===== src/rtl/seq_div_4b2_pkg.sv =====
// Shared types and constants for the 4-bit by 2-bit sequential restoring divider.
// Holds the FSM state enum, the operand widths and the divide-by-zero quotient code.
package seq_div_4b2_pkg;

    localparam int DIVIDEND_W = 4;
    localparam int DIVISOR_W  = 2;
    localparam int PREM_W     = 3;
    localparam int CNT_W      = 2;

    localparam logic [DIVIDEND_W-1:0] DIV_ZERO_QUOTIENT = 4'hF;
    localparam logic [CNT_W-1:0]      LAST_STEP         = 2'd3;

    typedef enum logic [1:0] {
        IDLE = 2'd0,
        CALC = 2'd1,
        DONE = 2'd2
    } state_t;

endpackage : seq_div_4b2_pkg


===== src/rtl/seq_div_4b2_div_step.sv =====
// One combinational restoring-division step: shift in a dividend bit, trial-subtract
// the divisor, and keep or restore the partial remainder.
module seq_div_4b2_div_step
    import seq_div_4b2_pkg::*;
(
    input  logic [PREM_W-1:0]    prem_i,
    input  logic                 dividend_bit_i,
    input  logic [DIVISOR_W-1:0] divisor_i,
    output logic [PREM_W-1:0]    prem_o,
    output logic                 q_bit_o
);

    logic [PREM_W:0]   shifted;
    logic [PREM_W:0]   divisor_ext;
    logic [PREM_W-1:0] trial;

    // The shifted MSB is always zero because the partial remainder stays below the
    // divisor; it is still part of the compare so the step is correct on its own.
    always_comb begin
        // NOTE: every output of a combinational block gets a value on every path, so no latch is inferred.
        shifted     = {prem_i, dividend_bit_i};
        divisor_ext = {{(PREM_W + 1 - DIVISOR_W){1'b0}}, divisor_i};
        trial       = shifted[PREM_W-1:0] - divisor_ext[PREM_W-1:0];
        q_bit_o     = (shifted >= divisor_ext);
        prem_o      = q_bit_o ? trial : shifted[PREM_W-1:0];
    end

endmodule : seq_div_4b2_div_step


===== src/rtl/seq_div_4b2.sv =====
// Sequential 4-bit / 2-bit unsigned restoring divider, one quotient bit per cycle.
// Holds the control FSM, the step counter and the operand/result registers.
module seq_div_4b2
    import seq_div_4b2_pkg::*;
(
    input  logic                  clk,
    input  logic                  rst,
    input  logic                  start,
    input  logic [DIVIDEND_W-1:0] dividend,
    input  logic [DIVISOR_W-1:0]  divisor,
    output logic [DIVIDEND_W-1:0] quotient,
    output logic [DIVISOR_W-1:0]  remainder,
    output logic                  busy,
    output logic                  done,
    output logic                  div_zero
);

    state_t                state_q;
    logic [CNT_W-1:0]      cnt_q;
    logic [PREM_W-1:0]     prem_q;
    logic [DIVIDEND_W-1:0] work_q;
    logic [DIVISOR_W-1:0]  dvs_q;
    logic [DIVIDEND_W-1:0] quotient_q;
    logic [DIVISOR_W-1:0]  remainder_q;
    logic                  busy_q;
    logic                  done_q;
    logic                  div_zero_q;

    logic [PREM_W-1:0]     prem_d;
    logic                  q_bit_d;
    logic [DIVIDEND_W-1:0] work_d;

    seq_div_4b2_div_step div_step (
        .prem_i         (prem_q),
        .dividend_bit_i (work_q[DIVIDEND_W-1]),
        .divisor_i      (dvs_q),
        .prem_o         (prem_d),
        .q_bit_o        (q_bit_d)
    );

    // work_q shifts dividend bits out of the top while quotient bits enter at the bottom.
    assign work_d = {work_q[DIVIDEND_W-2:0], q_bit_d};

    always_ff @(posedge clk or posedge rst) begin
        if (rst) begin
            state_q     <= IDLE;
            cnt_q       <= '0;
            prem_q      <= '0;
            work_q      <= '0;
            dvs_q       <= '0;
            quotient_q  <= '0;
            remainder_q <= '0;
            busy_q      <= 1'b0;
            done_q      <= 1'b0;
            div_zero_q  <= 1'b0;
        end else begin
            // NOTE: non-blocking assignments so every register samples pre-edge values.
            done_q <= 1'b0;
            case (state_q)
                IDLE, DONE: begin
                    if (start) begin
                        work_q <= dividend;
                        dvs_q  <= divisor;
                        prem_q <= '0;
                        cnt_q  <= '0;
                        if (divisor == '0) begin
                            state_q     <= DONE;
                            quotient_q  <= DIV_ZERO_QUOTIENT;
                            remainder_q <= '0;
                            div_zero_q  <= 1'b1;
                            done_q      <= 1'b1;
                            busy_q      <= 1'b0;
                        end else begin
                            state_q    <= CALC;
                            div_zero_q <= 1'b0;
                            busy_q     <= 1'b1;
                        end
                    end else begin
                        state_q <= IDLE;
                    end
                end
                CALC: begin
                    prem_q <= prem_d;
                    work_q <= work_d;
                    cnt_q  <= cnt_q + CNT_W'(1);
                    if (cnt_q == LAST_STEP) begin
                        state_q     <= DONE;
                        busy_q      <= 1'b0;
                        done_q      <= 1'b1;
                        quotient_q  <= work_d;
                        remainder_q <= prem_d[DIVISOR_W-1:0];
                    end
                end
                default: begin
                    state_q <= IDLE;
                    busy_q  <= 1'b0;
                end
            endcase
        end
    end

    assign quotient  = quotient_q;
    assign remainder = remainder_q;
    assign busy      = busy_q;
    assign done      = done_q;
    assign div_zero  = div_zero_q;

endmodule : seq_div_4b2


===== config.mk =====
export PLATFORM = sky130hd
export DESIGN_NAME = seq_div_4b2
export DESIGN_NICKNAME = d
export VERILOG_FILES = /design/src/rtl/seq_div_4b2_pkg.sv /design/src/rtl/seq_div_4b2_div_step.sv /design/src/rtl/seq_div_4b2.sv
export SDC_FILE = /design/constraint.sdc
export NUM_CORES = 1
export LEC_CHECK = 0
export CAP_MARGIN = 10
export CELL_PAD_IN_SITES_DETAIL_PLACEMENT = 1
export CELL_PAD_IN_SITES_GLOBAL_PLACEMENT = 1
export CORE_MARGIN = 3
export CORE_UTILIZATION = 36
export CTS_CLUSTER_DIAMETER = 100
export DETAILED_ROUTE_END_ITERATION = 8
export PLACE_DENSITY = 0.8
export SLEW_MARGIN = 20
export SYNTH_ARGS = -nofsm -noshare
export SYNTH_HDL_FRONTEND = slang
export SYNTH_SLANG_ARGS = --single-unit

===== constraint.sdc =====
create_clock -name clk -period 1.6 [get_ports clk]
set_input_delay 0.4 -clock clk [delete_from_list [all_inputs] [get_ports clk]]
set_output_delay 0.4 -clock clk [all_outputs]
set_load 0.005 [all_outputs]

---- Word level (Yosys, flattened, before mapping) ----
Cells that the tools add are included.
Widths: inputs -> output; s select.
word-level totals
  memory bits (writable) .................. 0
  output and inout port bits .............. 9
  bits of input ports ..................... 9
  bits in read-only memories .............. 0
  bits in latches ......................... 0
  logic and storage cells ................. 54
  register bits after elaboration ......... 22
  memories kept ........................... 0
operators by class
  multiplexer cells ....................... 27
  reduce and logical (&&, ||, !) cells .... 8
  div/mod/pow operators ................... 0
  shift-type cells ........................ 0
  multiply operators ...................... 0
  equality and inequality tests ........... 6
  $add $sub $neg .......................... 2
  order comparisons ....................... 1
  bitwise gates (word level) .............. 0
operators with widths
  cell                 count
  $mux 4               4
  $pmux 4 s2           2
  $mux 2               7
  $pmux 2 s2           3
  $mux 1               6
  $mux 3               2
  $ne 2x2->1 const B   3
  $pmux 3 s2           1
  $reduce_and 2->1     3
  $eq 2x2->1 const B   2
  $ge 4x2->1           1
  $logic_not 2->1      2
  $pmux 1 s2           2
  $reduce_and 4->1     1
  $sub 3x2->3          1
  $add 2x1->2 const B  1
  $eq 2x1->1 const B   1
  $reduce_bool 2->1    1
  $reduce_or 2->1      1

---- Longest topological paths before layout ----
  depth in word-level cells ............... 4
  mapped depth ............................ 6

---- Hierarchy ----
From an unflattened synthesis, not the netlist that was laid out.
second synthesis, totals
  cell total of the unflattened synthesis .. 99
  area total of the unflattened synthesis .. 1114.8 µm²
modules (own cells, without submodules)
  module                seq. area each (µm²)  instances  cells an instance  area an instance (µm²)
  seq_div_4b2           550.5                 1          86                 1003.5
  seq_div_4b2_div_step  0.0                   1          13                 111.4

---- Worst setup path before layout ----
Ideal clock, no wire load.
  kind .................................... flip-flop to flip-flop
  from .................................... reg dvs_q[0]
  to ...................................... reg prem_q[1]
  arrival time ............................ 1.546 ns
  clock period less this slack ............ 1.647 ns
  stages on the path, launching flop included .. 6
  library setup time ...................... 0.101 ns
  path buffers ............................ 0
  path slack .............................. -0.047 ns
  cell sequence ........................... dfrtp_1 ha_1 fa_1 nor3b_2 and3_1 o32ai_1
on the way
  cells in the longest elaborated chain, start to end .. 3
  elaborated cells between the ends (all ways) .. 4
  classes of those cells .................. add/sub: 1; order compare: 1; mux: 2
RTL lines
  element                                           line                                                    RTL
  start: declaration                                seq_div_4b2.sv:22                                       logic [DIVISOR_W-1:0] dvs_q;
  start signal: assignment                          seq_div_4b2.sv:63                                       dvs_q <= divisor;
  $ge 4x2->1 / $sub 3x2->3 (equally long branches)  seq_div_4b2_div_step.sv:24, seq_div_4b2_div_step.sv:23
  $mux 3 *                                          seq_div_4b2_div_step.sv:25                              prem_o = q_bit_o ? trial : shifted[PREM_W-1:0];
  $pmux 3 s2 *                                      seq_div_4b2.sv:59                                       case (state_q)
  end signal: assignment                            seq_div_4b2.sv:83                                       prem_q <= prem_d;
  end: declaration                                  seq_div_4b2.sv:20                                       logic [PREM_W-1:0] prem_q;
Mark *: on every way between the ends. The rest lies on a longest branch, timed or not.
A chain may end at the register's enable or synchronous reset.

---- Worst setup path in the final report ----
Ends and elaborated chain as after synthesis.

==> results.yml <==
status:
  status: "finished, violations left"
  violations: "negative setup slack"
global_routing:
  grt_pass1_vias: 983
  antenna_found_initial: 0
  grt_overflow: 0
  grt_pass1_wl_um: 4680
  grt_start_max_net_pins: 23
  grt_usage_pct: 17.8
yosys:
  yosysTopAreaCell: "dfrtp_1"
  synthFlopType: "dfrtp_1"
  synth.avg_cell_area_um2: 10.9
  yosysTopAreaCellShare_pct: 52.5
  synth_cell_types: 34
  yosysMostFrequentCell: "dfrtp_1"
  syn_area_mm2: 0.00105
  async_flop_share_pct: 100
  synth_nets: 109
  yosys_warnings: 0
  syn_inst: 96
  ys_seq_elements: 22
  netlist_top_cells_area: "dfrtp_1 (53%), mux2i_1 (3.8%), ha_1 (3.6%)"
  synth_edf_count: 0
  synthTopCellsByCount: "dfrtp_1 (22), nand2_1 (10), inv_1 (9)"
  yosysSeqAreaShare_pct: 52.5
power_and_ir_drop:
  leakage_nw: 0.776
  ir_drop_uv: 1160
  p_per_area_mw_per_mm2: 2110
  p_total_mw: 3.16
sta:
  slew_headroom_pct: 66.2
  fin_ws_ns: -0.0880
  fin_crit_sh_pct: 106
  final_hold_viol_count: 0
  grt_setup_unrepaired: "true"
  slew_viol_final: 0
  worst_slew_pin_slew_ns: 0.507
  holdWs_ns: 0.401
  post-route-min-period_ns: 1.69
  clock_skew_ns: 0.0219
  max_freq_mhz: 592
  setup_violations: 6
detailed_routing:
  via_count: 870
  drt-total-wl_um: 2940
  drc: 0
  ant_nets: 0
  wl_per_cell_um: 17.9
  vias_per_cell: 5.30
  drt_iter0_drc: 24
  drt_first_pass_iters: 4
floorplan:
  dieArea_mm2: 0.00360
  start_util_pct: 40.1
  io_pins: 18
  die_w_um: 60.0
  fp.coreArea_mm2: 0.00261
  rows: 18
  die_h_um: 60.0
cells_and_area:
  area_growth_pct: 43.1
  regArea_um2: 551
  finish.utilization_pct: 57.4
  drive_gt1_share_pct: 31.3
  multi_input_area_um2: 487
  diodes: 0
  fillCellCount: 295
  final_cells: 164
  nNetsFinal: 148
job:
  cap_violations: 0
cts:
  htree_num_levels: 1
  cts_buffers: 3
  cts_tree: "built"
  cts-root-buf: "clkbuf_4"
  clockBufferDepth: 2
  numClockSinks: 22
  hold_buffers: 0
  path_clk_slew_ns: 0.15
  worst_skew_pair.late_latency_ns: 0.32
place:
  dpl.hpwl_um: 2130
  portBuffers: 17
  place.gp.congestion: 0.757
  dp_cells: 157
critical_path:
  required_ns: 1.81
  worstSetupStartpointType: "register"
  worstReg2RegStart: "dvs_q[0]"
  startpoint: "dvs_q[0]"
  arrival_ns: 1.90
  crit_fanout: 5
  worst-setup-path-type: "register to register"
  endpoint_kind: "register"
worst_hold_path:
  min_path_type: "input port to asynchronous set/reset pin"
## metal layers
| metal | GRT usage, % | vias to the layer above | wire length (um) |
|---|---|---|---|
| met4 | 3.48 | 0 | 19 |
| met5 | 0 | - | 0 |
| li1 | - | 405 | - |
| met1 | 21.8 | 438 | 1220 |
| met2 | 31.8 | 25 | 1550 |
| met3 | 4.10 | 2 | 156 |
## path summary, 6_finish.rpt
path / slack, ns / cells past startpoint / end
min in group clk: 0.50 / 2 / div_zero
max in group asynchronous: 0.95 / 3 / work_q[2]
worst max register to register: -0.09 / 5 / prem_q[1]
worst max-delay path: -0.09 / 5 / prem_q[1]
worst min-delay path: 0.40 / 3 / done
worst min register to register: 0.50 / 2 / div_zero
## cell usage in the layout, fill, tap and decap left out, drive strengths merged, types with 2 or more instances in the layout
cell,n
a22oi,4
o22ai,2
dlygate4sd2,5
clkdlybuf4s50,8
ha,3
clkbuf,3
nand2b,2
dlymetal6s2s,4
nand2,10
nand3,5
buf,21
dfrtp,22
mux2i,4
o21ai,4
nor2,5
a22o,3
inv,11
a21oi,2
## registers in the layout, indices dropped and copies added, names as in the netlist
name,cells
busy,1
cnt_q,2
div_zero,1
done,1
dvs_q,2
prem_q,3
quotient,4
remainder,2
state_q,2
work_q,4
## cell families (layout without fill, tap and decap cells)
kind of cell | Yosys count | in the layout | share of synthesized area [%]
simple gates | 28 | 28 | 14.0
flops | 22 | 22 | 52.5
compound gates | 21 | 21 | 16.5
buf+inv | 15 | 53 | 5.85
mux | 5 | 5 | 4.89
fa+ha+maj | 4 | 4 | 5.49
xor+xnor | 1 | 1 | 0.835
## timing repair
item | in CTS | in global routing
pin swaps | 2 | 0
endpoints found under the hold margin | 0 | 0
endpoints found under the setup margin | 12 | 11
setup buffers | 2 | 1
gates resized for setup | 10 | 6
## worst max-delay path: stages, from the launching register on
cell and delay, ns:
dfrtp_1 0.44, ha_4 0.17, fa_2 0.34, nor3b_4 0.19, and3_4 0.19, o32ai_2 0.23
## where the power goes
part	leakage, nW	switching (mW)	internal, mW
Clock	0.0279	0.186	0.253
Combinational	0.487	0.828	0.883
Sequential	0.261	0.196	0.814
Total	0.776	1.21	1.95
## layout make-up
class / count / share of cell area [%]
inverter: 11 / 2.75
clock inverter: 1 / 2.00
multi-input combinational: 59 / 32.4
clock buffer: 3 / 1.50
sequential: 22 / 36.7
tap: 30 / 2.50
timing repair buffer: 38 / 22.1
## per-stage QoR
step | setup slack (ns) | instance area (um2) | setup TNS, ns
final | -0.0880 | 1500 | -0.270
after global routing | -0.181 | 1500 | -0.901
after CTS | -0.0831 | 1470 | -0.338
after detailed placement | -0.178 | 1380 | -1.86
after global placement | -0.113 | 1380 | -1.03
after floorplan | -0.00439 | 1050 | -0.00439
Note: power is estimated with default switching activity, not from simulation.
